<file path="src/rtl/seg_pkg.sv">
// Shared constants for the sum/carry seven-segment output stage.
// Holds the active-low segment patterns for hex digits 0..F, the blank
// pattern, and the digit layout of the 8-digit display.
package seg_pkg;

  localparam int NUM_DIGITS = 8;
  localparam int SUM_DIGITS = 4;
  localparam int CO_DIGIT   = 4;

  // Segment order is {g,f,e,d,c,b,a}; a 0 lights the segment.
  localparam logic [6:0] SEG_BLANK = 7'h7F;
  localparam logic [6:0] SEG_0 = 7'b1000000;
  localparam logic [6:0] SEG_1 = 7'b1111001;
  localparam logic [6:0] SEG_2 = 7'b0100100;
  localparam logic [6:0] SEG_3 = 7'b0110000;
  localparam logic [6:0] SEG_4 = 7'b0011001;
  localparam logic [6:0] SEG_5 = 7'b0010010;
  localparam logic [6:0] SEG_6 = 7'b0000010;
  localparam logic [6:0] SEG_7 = 7'b1111000;
  localparam logic [6:0] SEG_8 = 7'b0000000;
  localparam logic [6:0] SEG_9 = 7'b0010000;
  localparam logic [6:0] SEG_A = 7'b0001000;
  localparam logic [6:0] SEG_B = 7'b0000011;
  localparam logic [6:0] SEG_C = 7'b1000110;
  localparam logic [6:0] SEG_D = 7'b0100001;
  localparam logic [6:0] SEG_E = 7'b0000110;
  localparam logic [6:0] SEG_F = 7'b0001110;

endpackage

</file>
<file path="src/rtl/sum_seg_display_hex_to_seg.sv">
// hex_to_seg: combinational 4-bit to 7-segment decoder, active-low.
// Ports:
//   nib  in  4  hex nibble
//   seg  out 7  segments, seg[0]=a .. seg[6]=g, 0 = lit
module hex_to_seg
  import seg_pkg::*;
(
  input  logic [3:0] nib,
  output logic [6:0] seg
);

  always_comb begin
    seg = SEG_BLANK;
    case (nib)
      4'h0: seg = SEG_0;
      4'h1: seg = SEG_1;
      4'h2: seg = SEG_2;
      4'h3: seg = SEG_3;
      4'h4: seg = SEG_4;
      4'h5: seg = SEG_5;
      4'h6: seg = SEG_6;
      4'h7: seg = SEG_7;
      4'h8: seg = SEG_8;
      4'h9: seg = SEG_9;
      4'hA: seg = SEG_A;
      4'hB: seg = SEG_B;
      4'hC: seg = SEG_C;
      4'hD: seg = SEG_D;
      4'hE: seg = SEG_E;
      4'hF: seg = SEG_F;
      default: seg = SEG_BLANK;
    endcase
  end

endmodule

</file>
<file path="src/rtl/sum_seg_display.sv">
// sum_seg_display: latches {CO,SUM} from the adder on ld and scans it across
// an 8-digit common-anode display. SUM in hex on digits 3..0, CO on digit 4,
// digits 7..5 blank. One digit slot lasts REFRESH_DIV clocks.
// Optional build macro: LEADING_ZERO_BLANK_EN blanks SUM digits above the
// most-significant nonzero nibble (digit 0 always shown) and shows the CO
// digit only when CO=1.
// Ports:
//   clk  in   1     system clock
//   rst  in   1     synchronous active-high reset
//   ld   in   1     capture strobe for SUM/CO
//   SUM  in   SIZE  adder sum (SIZE must be 16)
//   CO   in   1     adder carry-out
//   en   in   1     display enable, 0 blanks everything
//   an   out  8     digit anodes, active-low, an[0] rightmost
//   seg  out  7     segments, active-low
//   dp   out  1     decimal point, active-low, held off
module sum_seg_display
  import seg_pkg::*;
#(
  parameter int SIZE        = 16,
  parameter int REFRESH_DIV = 100_000
) (
  input  logic                  clk,
  input  logic                  rst,
  input  logic                  ld,
  input  logic [SIZE-1:0]       SUM,
  input  logic                  CO,
  input  logic                  en,
  output logic [NUM_DIGITS-1:0] an,
  output logic [6:0]            seg,
  output logic                  dp
);

  localparam int CW = (REFRESH_DIV > 2) ? $clog2(REFRESH_DIV) : 1;

  logic [SIZE:0]           val;
  logic [CW-1:0]           cnt;
  logic [2:0]              idx;
  logic                    tick;
  logic [3:0]              nib;
  logic                    show;
  logic [6:0]              dec;
  logic [NUM_DIGITS-1:0]   an_d;
  logic [6:0]              seg_d;

  assign tick = (cnt == CW'(REFRESH_DIV - 1));
  assign dp   = 1'b1;

  always_comb begin
    nib  = 4'h0;
    show = 1'b0;
    case (idx)
      3'd0: begin nib = val[3:0];   show = 1'b1; end
`ifdef LEADING_ZERO_BLANK_EN
      // A digit is shown when it or any nibble above it is nonzero.
      3'd1: begin nib = val[7:4];   show = |val[15:4];  end
      3'd2: begin nib = val[11:8];  show = |val[15:8];  end
      3'd3: begin nib = val[15:12]; show = |val[15:12]; end
      3'd4: begin nib = {3'b000, val[16]}; show = val[16]; end
`else
      3'd1: begin nib = val[7:4];   show = 1'b1; end
      3'd2: begin nib = val[11:8];  show = 1'b1; end
      3'd3: begin nib = val[15:12]; show = 1'b1; end
      3'd4: begin nib = {3'b000, val[16]}; show = 1'b1; end
`endif
      default: begin nib = 4'h0; show = 1'b0; end
    endcase
  end

  hex_to_seg u_dec (
    .nib (nib),
    .seg (dec)
  );

  always_comb begin
    an_d  = 8'hFF;
    seg_d = SEG_BLANK;
    if (en) begin
      an_d = ~(8'h01 << idx);
      if (show) seg_d = dec;
    end
  end

  always_ff @(posedge clk) begin
    if (rst) begin
      val <= '0;
      cnt <= '0;
      idx <= 3'd0;
      an  <= 8'hFF;
      seg <= SEG_BLANK;
    end else begin
      if (ld) val <= {CO, SUM};
      if (tick) begin
        cnt <= '0;
        idx <= idx + 3'd1;
      end else begin
        cnt <= cnt + CW'(1);
      end
      an  <= an_d;
      seg <= seg_d;
    end
  end

endmodule

</file>
<file path="config.mk">
export PLATFORM = sky130hd
export DESIGN_NAME = sum_seg_display
export DESIGN_NICKNAME = d
export VERILOG_FILES = /design/src/rtl/seg_pkg.sv /design/src/rtl/sum_seg_display_hex_to_seg.sv /design/src/rtl/sum_seg_display.sv
export SDC_FILE = /design/constraint.sdc
export NUM_CORES = 1
export LEC_CHECK = 0
export ABC_AREA = 1
export CAP_MARGIN = 20
export CORE_MARGIN = 5
export CORE_UTILIZATION = 40
export CTS_CLUSTER_SIZE = 24
export DETAILED_ROUTE_END_ITERATION = 10
export GPL_TIMING_DRIVEN = 1
export HOLD_SLACK_MARGIN = 0.12
export MAX_ROUTING_LAYER = met4
export SLEW_MARGIN = 20
export SYNTH_ARGS = -nofsm -noshare
export SYNTH_HDL_FRONTEND = slang
export SYNTH_SLANG_ARGS = --single-unit
</file>
<file path="constraint.sdc">
create_clock -name clk -period 2.6 [get_ports clk]
set_clock_uncertainty 0.1 [all_clocks]
set_input_delay 0.26 -clock clk [delete_from_list [all_inputs] [get_ports clk]]
set_output_delay 0.26 -clock clk [all_outputs]
set_load 0.1 [all_outputs]
</file>
==> insert_results.sql <==
INSERT INTO impl_metrics (metric_group, metric, value, unit) VALUES
('die', 'core_area', '6422', 'um2'),
('synth', 'yosys.area_share.adder', '6.557', '%'),
('clock_tree', 'worst_setup_hold_path_clk_slew', '0.09', 'ns'),
('die', 'num_rows', '29', ''),
('finish', 'filler_cell_count', '636', ''),
('power_and_ir_drop', 'swShare', '24.77', '%'),
('clock_tree', 'post_cts_resized', '0', ''),
('die', 'die_width', '91.72', 'um'),
('synth', 'syn_nets', '376', ''),
('worst_setup_path', 'critPathMaxFanout', '6', ''),
('worst_setup_path', 'criticalPathCategory', 'flop to flop', ''),
('flow_run', 'cap_violations', '0', ''),
('power_and_ir_drop', 'clock_power_share', '37.1', '%'),
('synth', 'synth.area.top_cells', 'sky130_fd_sc_hd__dfxtp_1, sky130_fd_sc_hd__nor2_1, sky130_fd_sc_hd__nand2_1', ''),
('synth', 'synth.top_cell.area_share', '38.97', '%'),
('place', 'dpl_cell_area', '3054', 'um2'),
('detailed_routing', 'drt_pass1_iterations', '4', ''),
('detailed_routing', 'overall_via_count_from_detail_route', '2092', ''),
('power_and_ir_drop', 'power_frac_seq', '49.2', '%'),
('finish', 'num-nets-final', '413', ''),
('sta', 'layout_worst_path_cycle_share', '88.68', '%'),
('sta', 'period_needed', '2.306', 'ns'),
('power_and_ir_drop', 'leakagePower', '1.330', 'nW'),
('worst_setup_path', 'worst-r2r-cell-count', '12', ''),
('place', 'dp_hpwl', '4082', 'um'),
('die', 'die_height', '91.72', 'um'),
('finish', 'layout.cells.most_common', 'sky130_fd_sc_hd__nor2_1', ''),
('synth', 'synth_area_per_cell', '7.834', 'um2'),
('finish', 'drive_above_1_share', '20.37', '%'),
('detailed_routing', 'routed_via_density', '4.598', ''),
('power_and_ir_drop', 'net_switching_power_of_the_design', '0.4227', 'mW'),
('hold_path', 'worst_hold_path.num_cells', '2', ''),
('finish', 'finalInstanceArea', '3183', 'um2'),
('worst_setup_path', 'critical_path.endpoint_type', 'flop', ''),
('synth', 'netlist-cell-type-count', '33', ''),
('power_and_ir_drop', 'fin_total_pwr', '1.706', 'mW'),
('synth', 'synth_area', '2671', 'um2'),
('run_status', 'run_status', 'finished, final reports clean', ''),
('sta', 'unrepaired_setup_endpoints_after_global_routing', 'false', ''),
('detailed_routing', 'final_antenna_net_count', '0', ''),
('die', 'initial_utilization', '41.59', '%'),
('sta', 'max_freq', '433.7', 'MHz'),
('synth', 'synthMuxAreaShare', '0', '%'),
('clock_tree', 'clk-insertion-delay-late', '0.30', 'ns'),
('die', 'die-area', '8413', 'um2'),
('clock_tree', 'cts_inserted_buffers', '5', ''),
('worst_setup_path', 'worstPathArrival', '2.45', 'ns'),
('power_and_ir_drop', 'power_density', '536.1', 'nW/um2'),
('clock_tree', 'htree_levels', '2', ''),
('place', 'place_congestion', '0.8214', ''),
('clock_tree', 'clock_tree_from_tritoncts', 'yes', ''),
('clock_tree', 'post-cts-setup-buffers', '0', ''),
('finish', 'layout.core_utilization', '49.56', '%'),
('synth', 'synth_compound_gate_area_share', '7.494', '%'),
('finish', 'antenna_cells', '0', ''),
('detailed_routing', 'iteration_0_drc_count_of_the_detailed_router', '57', ''),
('clock_tree', 'clock_tree.buffer_depth', '2', ''),
('synth', 'largest_family_of_logic_cells_by_synthesized_area', 'simple AND/OR/NAND/NOR gates', ''),
('finish', 'layout_common_cells', 'sky130_fd_sc_hd__nor2_1, sky130_fd_sc_hd__nand2_1, sky130_fd_sc_hd__dfxtp_1', ''),
('synth', 'synth-xor-area-share', '2.623', '%'),
('synth', 'yosysSeqAreaShare', '38.97', '%'),
('global_route', 'track_usage', '13.33', '%'),
('synth', 'synth_cells', '341', ''),
('power_and_ir_drop', 'internal_power_summed_over_all_cells', '1.284', 'mW'),
('worst_setup_path', 'start_kind', 'flop', ''),
('synth', 'post_synth_and_or_nand_nor_area_fraction', '36.63', '%'),
('synth', 'synthesis_warnings', '0', ''),
('place', 'buffer_ports.inserted', '35', ''),
('clock_tree', 'cts.sink_count', '52', ''),
('synth', 'yosysTopAreaCell', 'sky130_fd_sc_hd__dfxtp_1', ''),
('detailed_routing', 'drc_errors', '0', '');
## kinds of logic after synthesis
family | after synthesis
AO/OA/AOI/OAI | 34
XOR/XNOR | 8
adder cells (fa/ha/maj) | 14
buffers and inverters | 47
flip-flops | 52
other | 1
AND/OR/NAND/NOR | 185
## metrics by stage
stage / setup WS (ns) / instances
after global placement: 0.3745 / 448
after CTS: 0.2820 / 455
final: 0.2943 / 455
after floorplan: 0.4694 / 341
after detailed placement: 0.3078 / 448
after global routing: 0.07714 / 455
## cell usage after synthesis
cell / instances
sky130_fd_sc_hd__nand4_1: 3
sky130_fd_sc_hd__nand3b_1: 1
sky130_fd_sc_hd__nor3_1: 5
sky130_fd_sc_hd__o21ai_2: 2
sky130_fd_sc_hd__nor3_2: 1
sky130_fd_sc_hd__inv_2: 5
sky130_fd_sc_hd__nand2_4: 7
sky130_fd_sc_hd__buf_1: 2
sky130_fd_sc_hd__inv_1: 33
sky130_fd_sc_hd__nor2_2: 4
sky130_fd_sc_hd__clkbuf_1: 3
sky130_fd_sc_hd__nand3_2: 8
sky130_fd_sc_hd__nand3_4: 1
sky130_fd_sc_hd__nand3_1: 11
sky130_fd_sc_hd__nand2_2: 12
sky130_fd_sc_hd__nand2_1: 56
sky130_fd_sc_hd__ha_1: 14
sky130_fd_sc_hd__nor2_4: 8
sky130_fd_sc_hd__nor3b_1: 3
sky130_fd_sc_hd__dfxtp_1: 52
sky130_fd_sc_hd__nor2_1: 63
sky130_fd_sc_hd__buf_4: 1
sky130_fd_sc_hd__conb_1: 1
sky130_fd_sc_hd__buf_6: 2
sky130_fd_sc_hd__and3_1: 1
sky130_fd_sc_hd__o21ai_0: 20
sky130_fd_sc_hd__nor2_8: 1
sky130_fd_sc_hd__xnor2_1: 1
sky130_fd_sc_hd__xor2_1: 7
sky130_fd_sc_hd__o21ai_4: 2
sky130_fd_sc_hd__o21ai_1: 2
sky130_fd_sc_hd__inv_8: 1
sky130_fd_sc_hd__a21oi_1: 8
## worst max-delay path: stages, from the launching register on
cell and delay (ns):
sky130_fd_sc_hd__dfxtp_1 0.35, sky130_fd_sc_hd__ha_1 0.24, sky130_fd_sc_hd__ha_1 0.23, sky130_fd_sc_hd__nor2_1 0.26, sky130_fd_sc_hd__nand3_4 0.18, sky130_fd_sc_hd__o21ai_2 0.17
sky130_fd_sc_hd__inv_1 0.13, sky130_fd_sc_hd__ha_1 0.32, sky130_fd_sc_hd__nor2_1 0.10, sky130_fd_sc_hd__nand2_1 0.05, sky130_fd_sc_hd__nand2_1 0.05, sky130_fd_sc_hd__inv_1 0.03
sky130_fd_sc_hd__nand2_1 0.05
## layout make-up
class | instances | area [um2] | share of cell area [%]
inverter | 39 | 153.9 | 4.835
timing repair buffer | 38 | 335.3 | 10.53
tap | 77 | 96.34 | 3.027
sequential | 52 | 1041 | 32.70
multi-input combinational | 242 | 1428 | 44.85
clock buffer | 5 | 68.82 | 2.162
clock inverter | 2 | 60.06 | 1.887
## layer usage
layer | vias up | wire (um) | GRT usage (%)
li1 | 1132 | - | -
met1 | 923 | 2726 | 18.25
met2 | 35 | 2266 | 19.96
met3 | 2 | 215 | 3.273
met4 | 0 | 25 | 2.970
met5 | - | 0 | -
## registers in the layout (all words and copies together), names as in the netlist
name,count
cnt,17
seg,7
idx,3
an,8
val,17
## worst paths after layout
kind | start | end | slack (ns)
hold reg to reg | val[12] | val[12] | 0.37
hold / removal | val[12] | val[12] | 0.37
setup / recovery | idx[0] | seg[1] | 0.29
setup reg to reg | idx[0] | seg[1] | 0.29
## power by group through the flow
stage / Combinational (mW) / Clock [mW] / Sequential [mW]
floorplan: 0.110 / 0 / 0.916
global placement: 0.234 / 0 / 0.859
detailed placement: 0.234 / 0 / 0.859
CTS: 0.235 / 0.658 / 0.840
global route: 0.257 / 0.685 / 0.844
finish: 0.233 / 0.633 / 0.840
(Power assumes the default switching activity.)
